File: config.mk
export PLATFORM = sky130hd
export DESIGN_NAME = memory_stage
export DESIGN_NICKNAME = d
export VERILOG_FILES = /design/src/rtl/memory_stage_pkg.sv /design/src/rtl/memory_stage_lane_align.sv /design/src/rtl/memory_stage.sv
export SDC_FILE = /design/constraint.sdc
export NUM_CORES = 1
export LEC_CHECK = 0
export ABC_AREA = 1
export BUFFER_PORTS_ARGS = -buffer_cell sky130_fd_sc_hd__buf_4
export CAP_MARGIN = 30
export CORE_AREA = 2 2 150 152
export CTS_CLUSTER_DIAMETER = 40
export DETAILED_ROUTE_END_ITERATION = 7
export DIE_AREA = 0 0 152 154
export HOLD_SLACK_MARGIN = 0.1
export PLACE_DENSITY = 0.69
export SLEW_MARGIN = 0
export SYNTH_ARGS = -nofsm -noshare
export SYNTH_HDL_FRONTEND = slang
export SYNTH_SLANG_ARGS = --single-unit
File: constraint.sdc
create_clock -name clk -period 8.4 [get_ports clk]
set_clock_uncertainty 0.05 [all_clocks]
set_input_delay 1.68 -clock clk [delete_from_list [all_inputs] [get_ports clk]]
set_output_delay 1.68 -clock clk [all_outputs]
set_load 0.005 [all_outputs]
File: src/rtl/memory_stage_pkg.sv
// Shared encodings and helpers for the memory stage.
// Bit numbering is big-endian: bit 0 is the MSB of every vector.
package memory_stage_pkg;

  localparam int unsigned DATA_W  = 32;
  localparam int unsigned RADDR_W = 6;
  localparam int unsigned BE_W    = 4;

  localparam logic [0:1] SZ_WORD = 2'b00;
  localparam logic [0:1] SZ_HALF = 2'b01;
  localparam logic [0:1] SZ_BYTE = 2'b10;

  localparam logic [0:1] SRC_ALU = 2'b00;
  localparam logic [0:1] SRC_MEM = 2'b01;
  localparam logic [0:1] SRC_FPU = 2'b10;
  localparam logic [0:1] SRC_PC4 = 2'b11;

  typedef enum logic [1:0] {
    ST_IDLE   = 2'b00,
    ST_ACCESS = 2'b01,
    ST_DONE   = 2'b10
  } state_t;

  // off is addr[30:31]; size 11 behaves as a word access
  function automatic logic is_misaligned(input logic [0:1] off, input logic [0:1] size);
    logic r;
    case (size)
      SZ_HALF: r = off[1];
      SZ_BYTE: r = 1'b0;
      default: r = (off != 2'b00);
    endcase
    return r;
  endfunction

endpackage

File: src/rtl/memory_stage_lane_align.sv
// Byte-lane steering for stores and lane extraction plus extension for loads.
module mem_lane_align
  import memory_stage_pkg::*;
(
  input  logic [0:1]        i_off,
  input  logic [0:1]        i_size,
  input  logic              i_ext,
  input  logic [0:DATA_W-1] i_wdata,
  input  logic [0:DATA_W-1] i_rdata,
  output logic [0:BE_W-1]   o_byte_en,
  output logic [0:DATA_W-1] o_wdata,
  output logic [0:DATA_W-1] o_ldata,
  output logic              o_misalign
);

  logic [0:15] w_half;
  logic [0:7]  w_byte;

  always_comb begin
    w_half = i_off[0] ? i_rdata[16:31] : i_rdata[0:15];
    case (i_off)
      2'b00:   w_byte = i_rdata[0:7];
      2'b01:   w_byte = i_rdata[8:15];
      2'b10:   w_byte = i_rdata[16:23];
      default: w_byte = i_rdata[24:31];
    endcase
  end

  always_comb begin
    o_byte_en = 4'b1111;
    o_wdata   = i_wdata;
    o_ldata   = i_rdata;
    case (i_size)
      SZ_HALF: begin
        o_byte_en = i_off[0] ? 4'b0011 : 4'b1100;
        o_wdata   = {2{i_wdata[16:31]}};
        o_ldata   = {{16{i_ext & w_half[0]}}, w_half};
      end
      SZ_BYTE: begin
        o_byte_en = 4'b1000 >> i_off;
        o_wdata   = {4{i_wdata[24:31]}};
        o_ldata   = {{24{i_ext & w_byte[0]}}, w_byte};
      end
      default: ;
    endcase
  end

  assign o_misalign = is_misaligned(i_off, i_size);

endmodule

File: src/rtl/memory_stage.sv
// Memory pipeline stage: latches execute results, runs the data-memory
// handshake and holds the pipeline while the access is outstanding.
module memory_stage
  import memory_stage_pkg::*;
(
  input  logic                clk,
  input  logic                reset,
  input  logic                stall,
  input  logic [0:DATA_W-1]   NextALUOut,
  input  logic [0:DATA_W-1]   NextFPUOut,
  input  logic [0:DATA_W-1]   NextRegB,
  input  logic [0:DATA_W-1]   NextPCPlusFour,
  input  logic [0:1]          NextDInSrc,
  input  logic                NextRegWE,
  input  logic [0:RADDR_W-1]  NextRegWAddr,
  input  logic [0:1]          NextMEMSize,
  input  logic                NextMEMWE,
  input  logic                NextExtMEM,
  output logic [0:DATA_W-1]   DMemAddr,
  output logic [0:DATA_W-1]   DMemWData,
  output logic [0:BE_W-1]     DMemByteEn,
  output logic                DMemReq,
  output logic                DMemWE,
  input  logic                DMemReady,
  input  logic [0:DATA_W-1]   DMemRData,
  output logic                MemStall,
  output logic                Misalign,
  output logic [0:DATA_W-1]   ALUOut,
  output logic [0:DATA_W-1]   FPUOut,
  output logic [0:DATA_W-1]   PCPlusFour,
  output logic [0:DATA_W-1]   MemOut,
  output logic [0:1]          DInSrc,
  output logic                RegWE,
  output logic [0:RADDR_W-1]  RegWAddr
);

  state_t               r_state, w_state_next;
  logic [0:DATA_W-1]    r_alu, r_fpu, r_regb, r_pc4, r_load_q;
  logic [0:1]           r_dinsrc, r_size;
  logic                 r_regwe, r_memwe, r_ext;
  logic [0:RADDR_W-1]   r_waddr;

  logic                 w_adv, w_need_access, w_capture, w_misal, w_mem_op;
  logic [0:DATA_W-1]    w_rsrc, w_wdata, w_ldata;
  logic [0:BE_W-1]      w_byte_en;

  assign w_need_access = (NextMEMWE || (NextDInSrc == SRC_MEM)) &&
                         !is_misaligned(NextALUOut[30:31], NextMEMSize);
  assign w_adv     = !stall && !MemStall;
  assign w_capture = !w_adv && (r_state == ST_ACCESS) && DMemReady;

  always_ff @(posedge clk or posedge reset) begin
    if (reset) r_state <= ST_IDLE;
    else       r_state <= w_state_next;
  end

  always_comb begin
    w_state_next = r_state;
    if (w_adv)          w_state_next = w_need_access ? ST_ACCESS : ST_IDLE;
    else if (w_capture) w_state_next = ST_DONE;
  end

  // Stage register; frozen whenever the stage cannot advance
  always_ff @(posedge clk or posedge reset) begin
    if (reset) begin
      r_alu    <= '0;
      r_fpu    <= '0;
      r_regb   <= '0;
      r_pc4    <= '0;
      r_dinsrc <= '0;
      r_regwe  <= 1'b0;
      r_waddr  <= '0;
      r_size   <= '0;
      r_memwe  <= 1'b0;
      r_ext    <= 1'b0;
      r_load_q <= '0;
    end else if (w_adv) begin
      r_alu    <= NextALUOut;
      r_fpu    <= NextFPUOut;
      r_regb   <= NextRegB;
      r_pc4    <= NextPCPlusFour;
      r_dinsrc <= NextDInSrc;
      r_regwe  <= NextRegWE;
      r_waddr  <= NextRegWAddr;
      r_size   <= NextMEMSize;
      r_memwe  <= NextMEMWE;
      r_ext    <= NextExtMEM;
    end else if (w_capture) begin
      r_load_q <= DMemRData;
    end
  end

  assign w_rsrc = (r_state == ST_DONE) ? r_load_q : DMemRData;

  mem_lane_align u_align (
    .i_off      (r_alu[30:31]),
    .i_size     (r_size),
    .i_ext      (r_ext),
    .i_wdata    (r_regb),
    .i_rdata    (w_rsrc),
    .o_byte_en  (w_byte_en),
    .o_wdata    (w_wdata),
    .o_ldata    (w_ldata),
    .o_misalign (w_misal)
  );

  assign w_mem_op = r_memwe || (r_dinsrc == SRC_MEM);

  always_comb begin
    DMemReq    = (r_state == ST_ACCESS);
    DMemWE     = DMemReq && r_memwe;
    MemStall   = DMemReq && !DMemReady;
    DMemByteEn = DMemReq ? w_byte_en : '0;
    DMemWData  = DMemReq ? w_wdata : '0;
    Misalign   = w_misal && w_mem_op;
    MemOut     = (r_state == ST_IDLE) ? '0 : w_ldata;
    RegWE      = r_regwe && !MemStall && !Misalign;
  end

  assign DMemAddr   = r_alu;
  assign ALUOut     = r_alu;
  assign FPUOut     = r_fpu;
  assign PCPlusFour = r_pc4;
  assign DInSrc     = r_dinsrc;
  assign RegWAddr   = r_waddr;

endmodule

==> results of run 1 <==
-- state kept, by name, summed over array words and instances (netlist names), 2 cells and up --
signal and count:
RegWAddr 6, r_size 2, r_load_q 32, ALUOut 32, PCPlusFour 32, FPUOut 32
DInSrc 2, r_state 2, r_regb 32
-- layer usage --
metal	track usage	wire, um	vias up
li1	-	-	4125
met2	0.384	13400	319
met3	0.0679	2260	46
met4	0.0957	795	0
met1	0.284	11100	3841
met5	0	0	-
-- critical path, stage by stage (launching register included) --
cell	delay [ns]
dfrtp_1	0.39
inv_1	0.08
ha_1	0.44
clkinv_1	0.45
o21ai_1	0.72
o211ai_1	0.17
a21oi_1	0.23
buf_4	0.14
-- Yosys cell counts, drive strengths merged --
master	n
o21ai	84
nand3	24
ha	3
nor3	1
a21oi	58
nor2	91
clkbuf	22
o22ai	9
dfrtp	175
a211oi	1
clkinv	2
nand2	491
buf	72
inv	84
mux2	2
or2	1
o211ai	15
-- cell type report --
type / count / area (um2) / share of cell area
Sequential cell: 175 / 4380 / 0.362
Multi-Input combinational cell: 780 / 3370 / 0.279
Timing Repair Buffer: 395 / 3040 / 0.251
Clock buffer: 17 / 425 / 0.0352
Tap cell: 280 / 350 / 0.0290
Inverter: 86 / 330 / 0.0273
Clock inverter: 15 / 195 / 0.0161
Antenna cell: 3 / 7.51 / 0.000621
-- path summary, 6_finish.rpt --
| kind | to | startpoint |
|---|---|---|
| setup / recovery | MemOut[28] | r_size[1]$_DFFE_PP0P_ |
| hold / removal | r_regb[15]$_DFFE_PP0P_ | r_regb[15]$_DFFE_PP0P_ |
| setup reg to reg | r_regb[1]$_DFFE_PP0P_ | r_state[1]$_DFFE_PP0P_ |
| hold reg to reg | r_regb[15]$_DFFE_PP0P_ | r_regb[15]$_DFFE_PP0P_ |
| max in group asynchronous | RegWAddr[2]$_DFFE_PP0P_ | reset |
| min in group asynchronous | RegWAddr[4]$_DFFE_PP0P_ | reset |
-- cell families (layout without fill, tap and decap cells) --
family | count (synthesis) | in the layout | share of synthesized area
buffers and inverters | 180 | 513 | 0.102
multiplexers | 2 | 2 | 0.00261
AO/OA/AOI/OAI | 167 | 167 | 0.103
adder cells (fa/ha/maj) | 3 | 3 | 0.00435
AND/OR/NAND/NOR | 608 | 608 | 0.280
other | 0 | 3 | 0
flip-flops | 175 | 175 | 0.508
-- power groups by stage --
stage / sequential, W / combinational, W / clock, W
floorplan: 0.00107 / 0.000509 / 0
global placement: 0.00108 / 0.000911 / 0
detailed placement: 0.00108 / 0.000929 / 0
CTS: 0.00107 / 0.000930 / 0.000844
global route: 0.00109 / 0.00103 / 0.000879
finish: 0.00107 / 0.000926 / 0.000828
-- per-stage QoR --
step           total power (W)  cells   util
6_report               0.00283   1751  0.558
5_1_grt                0.00300   1750  0.558
4_1_cts                0.00285   1745  0.554
3_5_place_dp           0.00201   1713  0.525
3_3_place_gp           0.00199   1712  0.524
2_1_floorplan          0.00158   1135      -
==> results.py, run 1 <==
metrics = {
    "detailed_routing": {
        "drcViolationCount": 0,
        "via_per_inst": 4.76,
        "drt_pass1_iterations": 5,
        "wl_per_cell_um": 15.7,
        "drtAntennaViolNets": 0,
        "vias": 8331,
        "drt_iter0_markers": 446,
        "wl_um": 27600,
    },
    "logic_synthesis": {
        "ys_seq_area_frac": 0.508,
        "synth_top_area_frac": 0.508,
        "synthDistinctLibCells": 27,
        "synth_cells": 1135,
        "synth_area_um2": 8620,
        "synth_nets": 1315,
        "syn_avg_cell_area_um2": 7.60,
        "synth_seq_cells": 175,
        "synthesis.yosys.warnings": 0,
        "synthTopCellsByArea": "dfrtp_1, nand2_1, o21ai_0, inv_1, a21oi_1",
        "synth_area_leader_cell": "dfrtp_1",
    },
    "clocking": {
        "clock_sinks": 175,
        "cts_tree": "built",
        "cts_resized": 0,
        "path_clk_slew_ns": 0.07,
        "postCtsHoldBufs": 0,
        "cts_root_buf": "clkbuf_16",
        "clock_path_buffers": 2,
        "cts_setup_buffers": 0,
        "clock_latency_ns": 0.43,
        "h-tree-depth": 4,
        "cts_buffers": 17,
    },
    "sta": {
        "maxSlewHeadroom": 0.448,
        "holdWs_ns": 0.429,
        "final_max_slew_viol_count": 0,
        "worst_pin_slew_ns": 0.828,
        "grt_setup_unrepaired": "false",
        "totalNegativeSetupSlack_ns": 0,
        "worst_slack_ns": 3.63,
        "finalCritPeriodShare": 0.568,
        "setup_violations": 0,
        "hold_violations": 0,
        "fmax_mhz": 209,
        "fin_crit_ns": 4.77,
    },
    "worst_setup_path": {
        "worstSetupEndpointType": "output port",
        "startpoint_type": "register",
        "arrival_ns": 3.04,
        "cp.required_ns": 6.67,
        "worstPathMaxFanout": 12,
        "r2r_slack_ns": 4.93,
        "crit_type": "reg2out",
        "reg2regPathDepth": 10,
    },
    "final_layout": {
        "fill_cells": 2050,
        "post-route-cell-area_um2": 12100,
        "layout_common_cells": "nand2_1, buf_4, dfrtp_1",
        "drive_above_1_share": 0.314,
        "mostFrequentLayoutCell": "nand2_1",
        "fin_nets": 1635,
        "area_delta_synth_final_pct": 40.3,
    },
    "global_routing": {
        "antenna_found_initial": 3,
        "grt_pass1_vias": 8132,
        "overflow": 0,
        "grt_usage": 0.232,
        "grt_pass1_wl_um": 43400,
        "grt_max_degree": 100,
    },
    "hold_path": {
        "hold_class": "reg2reg",
        "hold-path-cell-count": 2,
    },
    "placement": {
        "placed_cell_area_um2": 11400,
        "numPortBuffers": 385,
        "hpwl_um": 20000,
        "pre_cts_ws_ns": 3.69,
        "gp_congestion": 0.870,
    },
    "power": {
        "p_comb_frac": 0.328,
        "power_frac_clock": 0.293,
        "ir_drop_mv": 0.133,
        "power_leakage_nw": 6.69,
        "swShare": 0.351,
        "power_density_nw_per_um2": 234,
        "p_sw_w": 0.000992,
        "p_int_w": 0.00183,
        "seq_power_share": 0.380,
    },
    "floorplan": {
        "initial_utilization": 0.397,
        "die_w_um": 152,
        "fp.dieH_um": 154,
        "boundaryPins": 386,
        "die-area_um2": 23400,
        "core_region_area_um2": 21700,
        "row_count": 54,
    },
    "run_status": {
        "status": "finished clean",
    },
    "run": {
        "max_cap_violations": 0,
    },
}
Note: power is estimated with default switching activity, not from simulation.
==> run 2: changes to the inputs <==
--- a/config.mk
+++ b/config.mk
@@ -5,15 +5,15 @@
 export SDC_FILE = /design/constraint.sdc
 export NUM_CORES = 1
 export LEC_CHECK = 0
-export ABC_AREA = 1
+export ABC_AREA = 0
 export BUFFER_PORTS_ARGS = -buffer_cell sky130_fd_sc_hd__buf_4
 export CAP_MARGIN = 30
-export CORE_AREA = 2 2 150 152
+export CORE_AREA = 2 2 149 151
 export CTS_CLUSTER_DIAMETER = 40
 export DETAILED_ROUTE_END_ITERATION = 7
-export DIE_AREA = 0 0 152 154
+export DIE_AREA = 0 0 151 153
 export HOLD_SLACK_MARGIN = 0.1
-export PLACE_DENSITY = 0.69
+export PLACE_DENSITY = 0.72
 export SLEW_MARGIN = 0
 export SYNTH_ARGS = -nofsm -noshare
 export SYNTH_HDL_FRONTEND = slang
==> constraint.sdc (replaced) <==
create_clock -name clk -period 4.75 [get_ports clk]
set_clock_uncertainty 0.05 [all_clocks]
set_input_delay 0.95 -clock clk [delete_from_list [all_inputs] [get_ports clk]]
set_output_delay 0.95 -clock clk [all_outputs]
set_load 0.005 [all_outputs]
==> results.py, run 2 <==
metrics = {
    "detailed_routing": {
        "drtAntennaViolNets": 0,
        "via_per_inst": 5.11,
        "drt_pass1_iterations": 4,
        "drcViolationCount": 0,
        "wl_per_cell_um": 20.9,
        "wl_um": 27100,
        "vias": 6626,
        "drt_iter0_markers": 350,
    },
    "global_routing": {
        "use_met3": 0.0537,
        "antenna_found_initial": 0,
        "top_usage_layer": "met2",
        "grt_max_degree": 113,
        "grtUsageMet1": 0.300,
        "grt_pass1_vias": 7004,
        "overflow": 0,
        "grt_pass1_wl_um": 40900,
        "grt_use_met2": 0.390,
        "grt_usage": 0.234,
    },
    "sta": {
        "fmax_mhz": 258,
        "finalCritPeriodShare": 0.817,
        "final_max_slew_viol_count": 0,
        "hold_violations": 0,
        "worst_pin_slew_ns": 0.879,
        "fin_crit_ns": 3.88,
        "worst_slack_ns": 0.870,
        "totalNegativeSetupSlack_ns": 0,
        "setup_violations": 0,
        "maxSlewHeadroom": 0.414,
        "grt_setup_unrepaired": "false",
    },
    "power": {
        "power_density_nw_per_um2": 403,
        "power_leakage_nw": 6.21,
        "p_sw_w": 0.00156,
        "seq_power_share": 0.402,
        "p_comb_frac": 0.320,
        "power_frac_clock": 0.278,
        "ir_drop_mv": 0.248,
        "p_int_w": 0.00343,
        "swShare": 0.313,
    },
    "clocking": {
        "path_clk_slew_ns": 0.07,
        "postCtsHoldBufs": 0,
        "h-tree-depth": 4,
        "clock_latency_ns": 0.42,
        "cts_tree": "built",
        "cts_root_buf": "clkbuf_16",
        "clock_path_buffers": 2,
        "cts_setup_buffers": 0,
        "clock_sinks": 175,
        "cts_resized": 0,
        "cts_buffers": 17,
    },
    "logic_synthesis": {
        "yosysMostFrequentCell": "dfrtp_1",
        "synth_cells": 671,
        "synth_top_area_frac": 0.484,
        "synth_area_leader_cell": "dfrtp_1",
        "synthesis.yosys.warnings": 0,
        "syn_avg_cell_area_um2": 13.5,
        "synthDistinctLibCells": 45,
        "ys_async_sr_fraction": 1.00,
        "synthTopCellsByArea": "dfrtp_1, mux2_4, mux2_2, mux2i_1, buf_4",
        "synth_nets": 851,
        "ys.flop_type": "dfrtp_1",
        "synth-edff-count": 0,
        "yosys-top-cells-count": "dfrtp_1, mux2_4, mux2_2",
        "synth_area_um2": 9040,
        "ys_seq_area_frac": 0.484,
        "synth_seq_cells": 175,
    },
    "worst_setup_path": {
        "worstPathMaxFanout": 41,
        "startpoint_type": "register",
        "worstSetupEndpointType": "output port",
        "arrival_ns": 2.88,
        "crit_type": "reg2out",
        "cp.required_ns": 3.75,
    },
    "floorplan": {
        "initial_utilization": 0.421,
        "row_count": 54,
        "die_w_um": 151,
        "die-area_um2": 23100,
        "boundaryPins": 386,
        "core_region_area_um2": 21500,
        "fp.dieH_um": 153,
    },
    "placement": {
        "numPortBuffers": 385,
        "hpwl_um": 20300,
        "pre_cts_ws_ns": 1.35,
        "gp_congestion": 0.798,
    },
    "final_layout": {
        "fin_nets": 1184,
        "drive_above_1_share": 0.606,
        "mostFrequentLayoutCell": "buf_4",
        "layout_common_cells": "buf_4, dfrtp_1, mux2_4",
        "area_delta_synth_final_pct": 37.1,
        "fill_cells": 1785,
        "multi_input_area_um2": 4030,
        "final_core_util": 0.577,
        "diodes": 0,
        "regArea_um2": 4380,
    },
    "run": {
        "max_cap_violations": 0,
    },
    "hold_path": {
        "hold_class": "reg2reg",
    },
    "run_status": {
        "status": "finished clean",
    },
}
run 2: critical path, cell delays in order (launching register included):
cell and delay (ns):
dfrtp_1 0.50, nand2b_4 0.66, mux4_2 0.45, a21oi_4 0.47, a221oi_1 0.19, buf_4 0.18
run 2: worst paths after layout:
check | startpoint | endpoint | slack (ns) | cells past startpoint
max in group asynchronous | reset | r_regb[8]$_DFFE_PP0P_ | 3.46 | 4
min in group asynchronous | reset | PCPlusFour[14]$_DFFE_PP0P_ | 0.59 | 3
worst min-delay path | r_regb[5]$_DFFE_PP0P_ | r_regb[5]$_DFFE_PP0P_ | 0.46 | 1
worst max register to register | r_state[1]$_DFFE_PP0P_ | r_load_q[14]$_DFFE_PP0P_ | 2.08 | 5
worst min register to register | r_regb[5]$_DFFE_PP0P_ | r_regb[5]$_DFFE_PP0P_ | 0.46 | 1
worst max-delay path | r_state[0]$_DFFE_PP0P_ | MemOut[16] | 0.87 | 5
run 2: power by group through the flow:
stage          logic (W)  registers [W]  clock network, W
6_report         0.00160        0.00201           0.00139
5_1_grt          0.00172        0.00205           0.00149
4_1_cts          0.00161        0.00201           0.00143
3_5_place_dp     0.00161        0.00202                 0
3_3_place_gp     0.00158        0.00201                 0
2_1_floorplan   0.000955        0.00197                 0
run 2: logic make-up (layout without fill, tap and decap cells):
group           after synthesis  in the layout  share of synthesized area
mux                         216            216                      0.310
flops                       175            175                      0.484
compound gates              114            114                     0.0869
buf+inv                      91            437                     0.0699
simple gates                 72             72                     0.0440
fa+ha+maj                     3              3                    0.00415
run 2: layout make-up:
type | count | area share
Sequential cell | 175 | 0.353
Multi-Input combinational cell | 405 | 0.325
Timing Repair Buffer | 393 | 0.242
Clock buffer | 18 | 0.0354
Tap cell | 280 | 0.0283
Clock inverter | 14 | 0.0120
Inverter | 12 | 0.00394
run 2: per-layer routing:
metal | wire, um | up-vias
met1 | 11200 | 3288
met5 | 0 | -
met3 | 1680 | 35
li1 | - | 3046
met2 | 13600 | 257
met4 | 641 | 0
run 2: through the flow:
stage	cells	area (um2)	total power, W	hold slack (ns)
finish	1297	12400	0.00500	0.455
global route	1297	12400	0.00526	0.477
CTS	1297	12400	0.00505	0.457
global placement	1264	11800	0.00359	0.437
floorplan	671	9040	0.00292	0.422
detailed placement	1265	11800	0.00364	0.442
==> run 3: changes to the inputs <==
--- a/config.mk
+++ b/config.mk
@@ -8,12 +8,12 @@
 export ABC_AREA = 0
 export BUFFER_PORTS_ARGS = -buffer_cell sky130_fd_sc_hd__buf_4
 export CAP_MARGIN = 30
-export CORE_AREA = 2 2 149 151
+export CORE_AREA = 2 2 151 153
 export CTS_CLUSTER_DIAMETER = 40
 export DETAILED_ROUTE_END_ITERATION = 7
-export DIE_AREA = 0 0 151 153
+export DIE_AREA = 0 0 153 155
 export HOLD_SLACK_MARGIN = 0.1
-export PLACE_DENSITY = 0.72
+export PLACE_DENSITY = 0.73
 export SLEW_MARGIN = 0
 export SYNTH_ARGS = -nofsm -noshare
 export SYNTH_HDL_FRONTEND = slang
==> constraint.sdc (replaced) <==
create_clock -name clk -period 3.2 [get_ports clk]
set_clock_uncertainty 0.05 [all_clocks]
set_input_delay 0.64 -clock clk [delete_from_list [all_inputs] [get_ports clk]]
set_output_delay 0.64 -clock clk [all_outputs]
set_load 0.005 [all_outputs]
==> results.py, run 3 (synthesized netlist as in run 2, its figures left out) <==
metrics = {
    "clocking": {
        "postCtsHoldBufs": 0,
        "cts_tree": "built",
        "cts_root_buf": "clkbuf_16",
        "clock_latency_ns": 0.41,
        "clock_path_buffers": 2,
        "cts_buffers": 17,
        "h-tree-depth": 4,
        "path_clk_slew_ns": 0.07,
        "clock_sinks": 175,
        "cts_setup_buffers": 0,
    },
    "sta": {
        "grt_setup_unrepaired": "false",
        "fmax_mhz": 330,
        "setup_violations": 0,
        "hold_violations": 0,
        "final_max_slew_viol_count": 0,
        "worst_slack_ns": 0.166,
        "fin_crit_ns": 3.03,
        "holdWs_ns": 0.313,
        "worst_pin_slew_ns": 0.857,
        "maxSlewHeadroom": 0.428,
        "totalNegativeSetupSlack_ns": 0,
        "finalCritPeriodShare": 0.948,
    },
    "global_routing": {
        "grt_pass1_vias": 6993,
        "grt_usage": 0.218,
        "grt_pass1_wl_um": 40100,
        "antenna_found_initial": 0,
        "overflow": 0,
        "grt_max_degree": 55,
    },
    "detailed_routing": {
        "via_per_inst": 5.10,
        "drt_pass1_iterations": 4,
        "vias": 6697,
        "drtAntennaViolNets": 0,
        "wl_per_cell_um": 20.1,
        "drcViolationCount": 0,
        "drt_iter0_markers": 306,
        "wl_um": 26400,
    },
    "power": {
        "power_density_nw_per_um2": 598,
        "p_sw_w": 0.00229,
        "seq_power_share": 0.397,
        "power_frac_clock": 0.278,
        "p_comb_frac": 0.326,
        "swShare": 0.307,
        "power_w": 0.00747,
        "p_int_w": 0.00518,
        "power_leakage_nw": 6.26,
        "ir_drop_mv": 0.295,
    },
    "floorplan": {
        "core_region_area_um2": 22200,
        "die_w_um": 153,
        "row_count": 55,
        "boundaryPins": 386,
        "initial_utilization": 0.407,
        "fp.dieH_um": 155,
        "die-area_um2": 23700,
    },
    "worst_setup_path": {
        "cp_slowest_cell": "mux4_2",
        "crit_type": "reg2out",
        "crit_family": "multiplexers",
        "worstSetupEndpointType": "output port",
        "critical_path.cell_chain": "nand2b_4 -> buf_12 -> mux4_2 -> nand2_1 -> a21oi_1 -> buf_4",
        "arrival_ns": 2.34,
        "startpoint_type": "register",
        "max_stage_delay_ns": 0.59,
        "path_buf_inv": 2,
        "worstPathMaxFanout": 40,
        "cp.required_ns": 2.51,
    },
    "final_layout": {
        "area_delta_synth_final_pct": 38.4,
        "layout.cells.non_filler": 1312,
        "diodes": 0,
        "layout_common_cells": "buf_4, dfrtp_1, mux2_4",
        "mostFrequentLayoutCell": "buf_4",
        "fin_nets": 1194,
        "drive_above_1_share": 0.609,
        "fill_cells": 1945,
    },
    "placement": {
        "dpl.cell_count": 1280,
        "numPortBuffers": 385,
        "gp_congestion": 0.832,
        "hpwl_um": 19800,
        "pre_cts_ws_ns": 0.411,
    },
    "run": {
        "max_cap_violations": 0,
    },
    "hold_path": {
        "hold_class": "in2async",
    },
    "run_status": {
        "status": "finished clean",
    },
}
-- run 3: final cells by class --
type                    instances  area [um2]  share of cell area
multi-input cells             405        4040               0.323
well taps                     285         357              0.0285
flip-flops and latches        175        4380               0.350
clock inverters                13         144              0.0115
repair buffers                403        3100               0.248
clock buffers                  19         433              0.0346
inverters                      12        48.8             0.00390
-- run 3: worst paths after layout --
| path | start | to | slack, ns | cells past startpoint |
|---|---|---|---|---|
| max | r_state[0]$_DFFE_PP0P_ | MemOut[27] | 0.17 | 6 |
| min | reset | PCPlusFour[11]$_DFFE_PP0P_ | 0.31 | 2 |
| max reg2reg | r_state[1]$_DFFE_PP0P_ | r_load_q[8]$_DFFE_PP0P_ | 0.65 | 4 |
| min reg2reg | r_load_q[14]$_DFFE_PP0P_ | r_load_q[14]$_DFFE_PP0P_ | 0.46 | 1 |
| max in group asynchronous | reset | FPUOut[1]$_DFFE_PP0P_ | 1.95 | 3 |
| min in group clk | NextFPUOut[12] | FPUOut[12]$_DFFE_PP0P_ | 0.38 | 2 |
-- run 3: power by group through the flow --
stage / logic (W) / registers (W) / clock network, W
final: 0.00243 / 0.00297 / 0.00207
after floorplan: 0.00142 / 0.00292 / 0
after global placement: 0.00239 / 0.00297 / 0
after global routing: 0.00261 / 0.00302 / 0.00222
after detailed placement: 0.00244 / 0.00299 / 0
after CTS: 0.00245 / 0.00296 / 0.00212
-- run 3: layer usage --
| metal | vias up | global-route usage | routed length, um | share of wire |
|---|---|---|---|---|
| li1 | 3079 | - | - | - |
| met1 | 3306 | 0.267 | 10500 | 0.40 |
| met2 | 270 | 0.376 | 13500 | 0.51 |
| met3 | 42 | 0.0568 | 1780 | 0.068 |
| met4 | 0 | 0.0710 | 654 | 0.025 |
| met5 | - | 0 | 0 | 0 |
-- run 3: timing repair --
action	4_1_cts	5_1_grt
gates resized for setup	1	1
setup endpoints to repair	4	4
hold endpoints to repair	0	0
-- run 3: per-stage QoR --
step                      utilization  instance area (um2)
final                           0.563                12500
after CTS                       0.562                12500
after detailed placement        0.536                11900
after global routing            0.563                12500
after floorplan                     -                 9040
after global placement          0.536                11900
-- run 3: worst reg2reg max path: stages, from the launching register on --
cell and delay [ns]:
dfrtp_1 0.50, nand2b_1 0.31, inv_2 0.29, nand3_2 0.71
mux2_2 0.58
